`config.mk`:
```
export PLATFORM = sky130hd
export DESIGN_NAME = pattern_detect_ctrl
export DESIGN_NICKNAME = d
export VERILOG_FILES = /design/src/rtl/pattern_det_pkg.sv /design/src/rtl/pattern_match_core.sv /design/src/rtl/pattern_detect_ctrl.sv
export SDC_FILE = /design/constraint.sdc
export NUM_CORES = 1
export LEC_CHECK = 0
export ABC_AREA = 1
export CAP_MARGIN = 20
export CORE_ASPECT_RATIO = 0.75
export CORE_MARGIN = 2
export CORE_UTILIZATION = 45
export CTS_BUF_LIST = sky130_fd_sc_hd__clkbuf_16
export DETAILED_ROUTE_END_ITERATION = 8
export PLACE_DENSITY = 0.8
export SLEW_MARGIN = 20
export SYNTH_ARGS = -nofsm -noshare
export SYNTH_HDL_FRONTEND = slang
export SYNTH_HIERARCHICAL = 1
export SYNTH_SLANG_ARGS = --single-unit
export TNS_END_PERCENT = 50
```
`constraint.sdc`:
```
create_clock -name clk -period 5.65 [get_ports clk]
set_clock_uncertainty 0.2 [all_clocks]
set_input_delay 0.8475 -clock clk [delete_from_list [all_inputs] [get_ports clk]]
set_output_delay 0.8475 -clock clk [all_outputs]
set_load 0.01 [all_outputs]
```
`src/rtl/pattern_det_pkg.sv`:
```
// Shared types and defaults for the serial pattern detector.
package pattern_det_pkg;

    localparam int DEF_MAX_LEN = 8;
    localparam int DEF_CNT_W   = 8;

    typedef enum logic [1:0] {
        ST_IDLE  = 2'd0,
        ST_ARMED = 2'd1,
        ST_DONE  = 2'd2
    } state_t;

    // A pattern length is usable only if it is non-zero and fits the history register.
    function automatic logic len_legal(input logic [3:0] len, input logic [3:0] max_len);
        return (len != 4'd0) && (len <= max_len);
    endfunction

endpackage

```
`src/rtl/pattern_match_core.sv`:
```
// History shift register, fill counter and masked comparator of the detector.
module pattern_match_core
    import pattern_det_pkg::*;
#(
    parameter int MAX_LEN = DEF_MAX_LEN
) (
    input  logic               clk,
    input  logic               rst,
    input  logic               clear,
    input  logic               shift_en,
    input  logic               x,
    input  logic [MAX_LEN-1:0] pattern,
    input  logic [3:0]         len,
    input  logic               overlap,
    output logic               match
);

    localparam logic [3:0] MAX_FILL = 4'(MAX_LEN);

    logic [MAX_LEN-1:0] hist_r;
    logic [MAX_LEN-1:0] hist_next_s;
    logic [MAX_LEN-1:0] mask_s;
    logic [3:0]         fill_r;
    logic [3:0]         fill_next_s;

    // The match decision looks at the history as it will be after the incoming bit.
    always_comb begin
        hist_next_s = {hist_r[MAX_LEN-2:0], x};
        fill_next_s = (fill_r == MAX_FILL) ? fill_r : (fill_r + 4'd1);
        for (int i = 0; i < MAX_LEN; i++) begin
            mask_s[i] = (4'(i) < len);
        end
        match = shift_en && (fill_next_s >= len) &&
                (((hist_next_s ^ pattern) & mask_s) == {MAX_LEN{1'b0}});
    end

    // History and fill update; non-overlap mode restarts the fill after a hit.
    always_ff @(posedge clk or negedge rst) begin
        if (!rst) begin
            hist_r <= {MAX_LEN{1'b0}};
            fill_r <= 4'd0;
        end else if (clear) begin
            hist_r <= {MAX_LEN{1'b0}};
            fill_r <= 4'd0;
        end else if (shift_en) begin
            hist_r <= hist_next_s;
            fill_r <= (match && !overlap) ? 4'd0 : fill_next_s;
        end
    end

endmodule

```
`src/rtl/pattern_detect_ctrl.sv`:
```
// Run-controlled serial pattern detector: config latch, IDLE/ARMED/DONE FSM and match counter.
module pattern_detect_ctrl
    import pattern_det_pkg::*;
#(
    parameter int MAX_LEN = DEF_MAX_LEN,
    parameter int CNT_W   = DEF_CNT_W
) (
    input  logic               clk,
    input  logic               rst,
    input  logic               cfg_we,
    input  logic [MAX_LEN-1:0] cfg_pattern,
    input  logic [3:0]         cfg_len,
    input  logic               cfg_overlap,
    input  logic [CNT_W-1:0]   cfg_target,
    input  logic               start,
    input  logic               abort,
    input  logic               x,
    input  logic               x_valid,
    output logic               z,
    output logic [CNT_W-1:0]   match_cnt,
    output logic               busy,
    output logic               done,
    output logic               cfg_err
);

    localparam logic [3:0]       MAX_LEN4 = 4'(MAX_LEN);
    localparam logic [CNT_W-1:0] CNT_ONE  = CNT_W'(32'd1);

    state_t             state_r;
    state_t             state_next_s;
    logic [MAX_LEN-1:0] pat_r;
    logic [3:0]         len_r;
    logic               ovl_r;
    logic [CNT_W-1:0]   tgt_r;

    logic               cfg_ok_s;
    logic               cfg_bad_s;
    logic               arm_s;
    logic               step_s;
    logic               core_match_s;
    logic               hit_s;
    logic               reach_s;
    logic [CNT_W-1:0]   cnt_inc_s;
    logic               z_next_s;
    logic               done_next_s;
    logic               busy_next_s;

    // Abort suppresses the shift so a same-edge match never counts.
    always_comb begin
        cfg_ok_s  = cfg_we && (state_r == ST_IDLE) && len_legal(cfg_len, MAX_LEN4);
        cfg_bad_s = cfg_we && !cfg_ok_s;
        arm_s     = (state_r == ST_IDLE) && start;
        step_s    = (state_r == ST_ARMED) && x_valid && !abort;
        hit_s     = step_s && core_match_s;
        cnt_inc_s = (&match_cnt) ? match_cnt : (match_cnt + CNT_ONE);
        reach_s   = hit_s && (tgt_r != {CNT_W{1'b0}}) && (cnt_inc_s == tgt_r);
    end

    pattern_match_core #(
        .MAX_LEN (MAX_LEN)
    ) u_core (
        .clk      (clk),
        .rst      (rst),
        .clear    (arm_s),
        .shift_en (step_s),
        .x        (x),
        .pattern  (pat_r),
        .len      (len_r),
        .overlap  (ovl_r),
        .match    (core_match_s)
    );

    // State register.
    always_ff @(posedge clk or negedge rst) begin
        if (!rst) begin
            state_r <= ST_IDLE;
        end else begin
            state_r <= state_next_s;
        end
    end

    // Next-state logic.
    always_comb begin
        state_next_s = state_r;
        case (state_r)
            ST_IDLE: begin
                if (start) begin
                    state_next_s = ST_ARMED;
                end else begin
                    state_next_s = ST_IDLE;
                end
            end
            ST_ARMED: begin
                if (abort) begin
                    state_next_s = ST_IDLE;
                end else if (reach_s) begin
                    state_next_s = ST_DONE;
                end else begin
                    state_next_s = ST_ARMED;
                end
            end
            ST_DONE: state_next_s = ST_IDLE;
            default: state_next_s = ST_IDLE;
        endcase
    end

    // Output decode, taken from the next state so the registered flags align with it.
    always_comb begin
        z_next_s    = hit_s;
        done_next_s = (state_r == ST_ARMED) && (state_next_s == ST_DONE);
        busy_next_s = (state_next_s == ST_ARMED);
    end

    // Configuration latch, writable only while idle.
    always_ff @(posedge clk or negedge rst) begin
        if (!rst) begin
            pat_r <= {MAX_LEN{1'b0}};
            len_r <= 4'd1;
            ovl_r <= 1'b0;
            tgt_r <= {CNT_W{1'b0}};
        end else if (cfg_ok_s) begin
            pat_r <= cfg_pattern;
            len_r <= cfg_len;
            ovl_r <= cfg_overlap;
            tgt_r <= cfg_target;
        end
    end

    // Match counter: cleared on start, held after the run ends.
    always_ff @(posedge clk or negedge rst) begin
        if (!rst) begin
            match_cnt <= {CNT_W{1'b0}};
        end else if (arm_s) begin
            match_cnt <= {CNT_W{1'b0}};
        end else if (hit_s) begin
            match_cnt <= cnt_inc_s;
        end
    end

    // Registered status outputs.
    always_ff @(posedge clk or negedge rst) begin
        if (!rst) begin
            z       <= 1'b0;
            done    <= 1'b0;
            busy    <= 1'b0;
            cfg_err <= 1'b0;
        end else begin
            z       <= z_next_s;
            done    <= done_next_s;
            busy    <= busy_next_s;
            cfg_err <= cfg_bad_s;
        end
    end

endmodule

```
==> results_dict.tcl <==
set metrics [dict create \
    first_iter_violations 218 \
    power_frac_seq 0.413 \
    io_pins 40 \
    power_leakage_nw 1.62 \
    timing.final.ws_setup_ns 2.61 \
    status "finished, final reports clean" \
    swShare 0.355 \
    stdcell_area_sq_mm 0.00325 \
    dieArea_sq_mm 0.00651 \
    fillers 529 \
    peakVddDrop_mv 0.205 \
    syn_to_final_growth_pct 22.9 \
    clock_sinks 46 \
    syn_inst 348 \
    insertion_delay_ns 0.29 \
    power.density_mw_per_mm2 340 \
    vias 2309 \
    holdWs_ns 0.310 \
    fin_cells 469 \
    finalSetupTns_ns 0 \
    rsz0062_at_grt "false" \
    synth_area_leaders "dfrtp_1 43%, nand2_1 14%, inv_1 7.7%" \
    cts-root-buf "clkbuf_16" \
    holdBufCountCts 0 \
    dieWidth_um 92.5 \
    grt_usage 0.193 \
    cts_max_path_buffers 2 \
    met3_usage 0.0453 \
    nNetsFinal 425 \
    dr.pass1.iters 4 \
    yosys.area.top_type "dfrtp_1" \
    grt_pass1_vias 2230 \
    yosysTopAreaCellShare 0.426 \
    post_dp_cell_area_sq_mm 0.00310 \
    numCtsBuffers 5 \
    fin_crit_ns 3.04 \
    portBuffers 39 \
    gp_congestion 0.889 \
    antenna_cells 0 \
    setup_viol 0 \
    register_area_sq_mm 0.00115 \
    worstMarginPinSlew_ns 0.591 \
    dp.cells 461 \
    gr-total-overflow 0 \
    synth_cell_types 29 \
    post-place-ws_ns 2.38 \
    grt_max_degree 47 \
    drc 0 \
    cts_max_level 2 \
    p_total_mw 1.10 \
    grt.busiest_layer "met2" \
    avgRoutedWirePerCell_um 12.4 \
    cts_resized 0 \
    finalHoldViolCount 0 \
    core_area_sq_mm 0.00574 \
    avgSynthCellArea_sq_um 7.60 \
    multi_input_area_sq_mm 0.00124 \
    crit_type "in -> reg" \
    cts_tree "built" \
    fmax_ghz 0.329 \
    maxCapViolCount 0 \
    drtAntennaViolNets 0 \
    critPathMaxFanout 6 \
    met2_usage 0.292 \
    start_util 0.461 \
    avgViaCountPerCell 4.92 \
    worstSetupEndpointType "flip-flop" \
    power.net_switching_mw 0.391 \
    met1_usage 0.278 \
    grt_pass1_wl_um 9940 \
    maxSlewHeadroom 0.606 \
    drive_gt1_frac 0.107 \
    power_frac_comb 0.329 \
    slew_violations 0 \
    hp-class "reg -> reg" \
    final_core_util 0.566 \
    crit_required_ns 5.63 \
    path_clk_slew_ns 0.07 \
    critPathLaunchType "input port" \
    p_clk_frac 0.259 \
    synth-seq-area-share 0.436 \
    synth_warnings 6 \
    post_cts_buffers 0 \
    min_period_over_period 0.539 \
    antenna_found_initial 0 \
    ys_seq_elements 46 \
    totalWireLength_um 5820 \
    syn_nets 383 \
    dp_hpwl_um 4460 \
    crit_arrival_ns 3.02 \
    placementRows 24 \
    internal-power_mw 0.712 \
    netlist_area_sq_mm 0.00264 \
    die_h_um 70.4 \
]
[path summary, 6_finish.rpt]
check / start / to / slack, ns / cells past startpoint
max in group asynchronous: rst / pat_r[1] / 4.48 / 1
max: abort / busy / 2.61 / 14
min reg2reg: ovl_r / ovl_r / 0.31 / 1
min: ovl_r / ovl_r / 0.31 / 1
max reg2reg: u_core/fill_r[0] / busy / 2.65 / 20
min in group asynchronous: rst / tgt_r[1] / 0.35 / 1
[flip-flops by register name (all words and copies together), names as in the netlist, 2 cells and up]
register,flops
pat_r,8
u_core/hist_r,7
u_core/fill_r,4
match_cnt,8
tgt_r,8
len_r,4
state_r,2
[cells in the final DEF (no fill, tap or decap)]
master and count:
dfrtp_1 45, nand2_2 5, a21oi_1 8, clkinv_1 2, o21ai_1 1, clkbuf_16 5
a21oi_4 1, o21ai_2 2, or2_1 1, nand3_1 27, ha_1 7, nor2_1 36
dfstp_2 1, nor2_4 1, xnor2_1 1, nand4_4 1, inv_2 6, nor3_1 1
nand2_1 101, xor2_1 3, clkdlybuf4s50_1 38, o22ai_1 9, nor2_2 4, mux2_2 12
o21bai_2 1, clkinv_4 1, nand4_1 5, o21ai_0 9, and3_1 1, buf_4 2
inv_1 54
[power groups by stage]
| stage | sequential, mW | clock [mW] | combinational (mW) |
|---|---|---|---|
| floorplan | 0.446 | 0 | 0.268 |
| global placement | 0.457 | 0 | 0.340 |
| detailed placement | 0.461 | 0 | 0.359 |
| CTS | 0.455 | 0.291 | 0.363 |
| global route | 0.465 | 0.300 | 0.415 |
| finish | 0.456 | 0.285 | 0.363 |
[worst max-delay path: stages]
cell and delay (ns):
clkdlybuf4s50_1 0.43, nor3_1 0.29, inv_1 0.09, nor2_1 0.17, nand2_1 0.12, nor2_4 0.12
and3_1 0.16, nand3_1 0.18, nor2_1 0.15, nand2_1 0.07, nor2_1 0.08, nand3_1 0.09
o21bai_2 0.14, nand2_1 0.07
[logic make-up (layout without fill, tap and decap cells)]
| family | Yosys count | after routing | share of synthesized area |
|---|---|---|---|
| fa+ha+maj | 7 | 7 | 0.0331 |
| simple gates | 183 | 183 | 0.298 |
| buf+inv | 65 | 108 | 0.0965 |
| mux | 12 | 12 | 0.0511 |
| flops | 46 | 46 | 0.436 |
| xor+xnor | 4 | 4 | 0.0133 |
| compound gates | 31 | 31 | 0.0724 |
[layout make-up]
class,count,share of cell area
Clock buffer,5,0.0385
Clock inverter,3,0.00501
Inverter,60,0.0693
Multi-Input combinational cell,237,0.381
Sequential cell,46,0.355
Tap cell,78,0.0300
Timing Repair Buffer,40,0.122
[synth_stat cells, drive strengths merged]
master and count:
nand2 106, inv 60, dfrtp 45, nor2 41, nand3 27, mux2 12, o21ai 12, a21oi 9
o22ai 9, ha 7, nand4 6, buf 4, xor2 3, and3 1, clkbuf 1, dfstp 1
nor3 1, o21bai 1, or2 1, xnor2 1
[routing by layer]
layer | up-vias | share of wire
met3 | 6 | 0.060
met5 | - | 0
met2 | 72 | 0.44
met4 | 0 | 0.011
li1 | 1177 | -
met1 | 1054 | 0.48
Power figures use the tool's default switching activity.
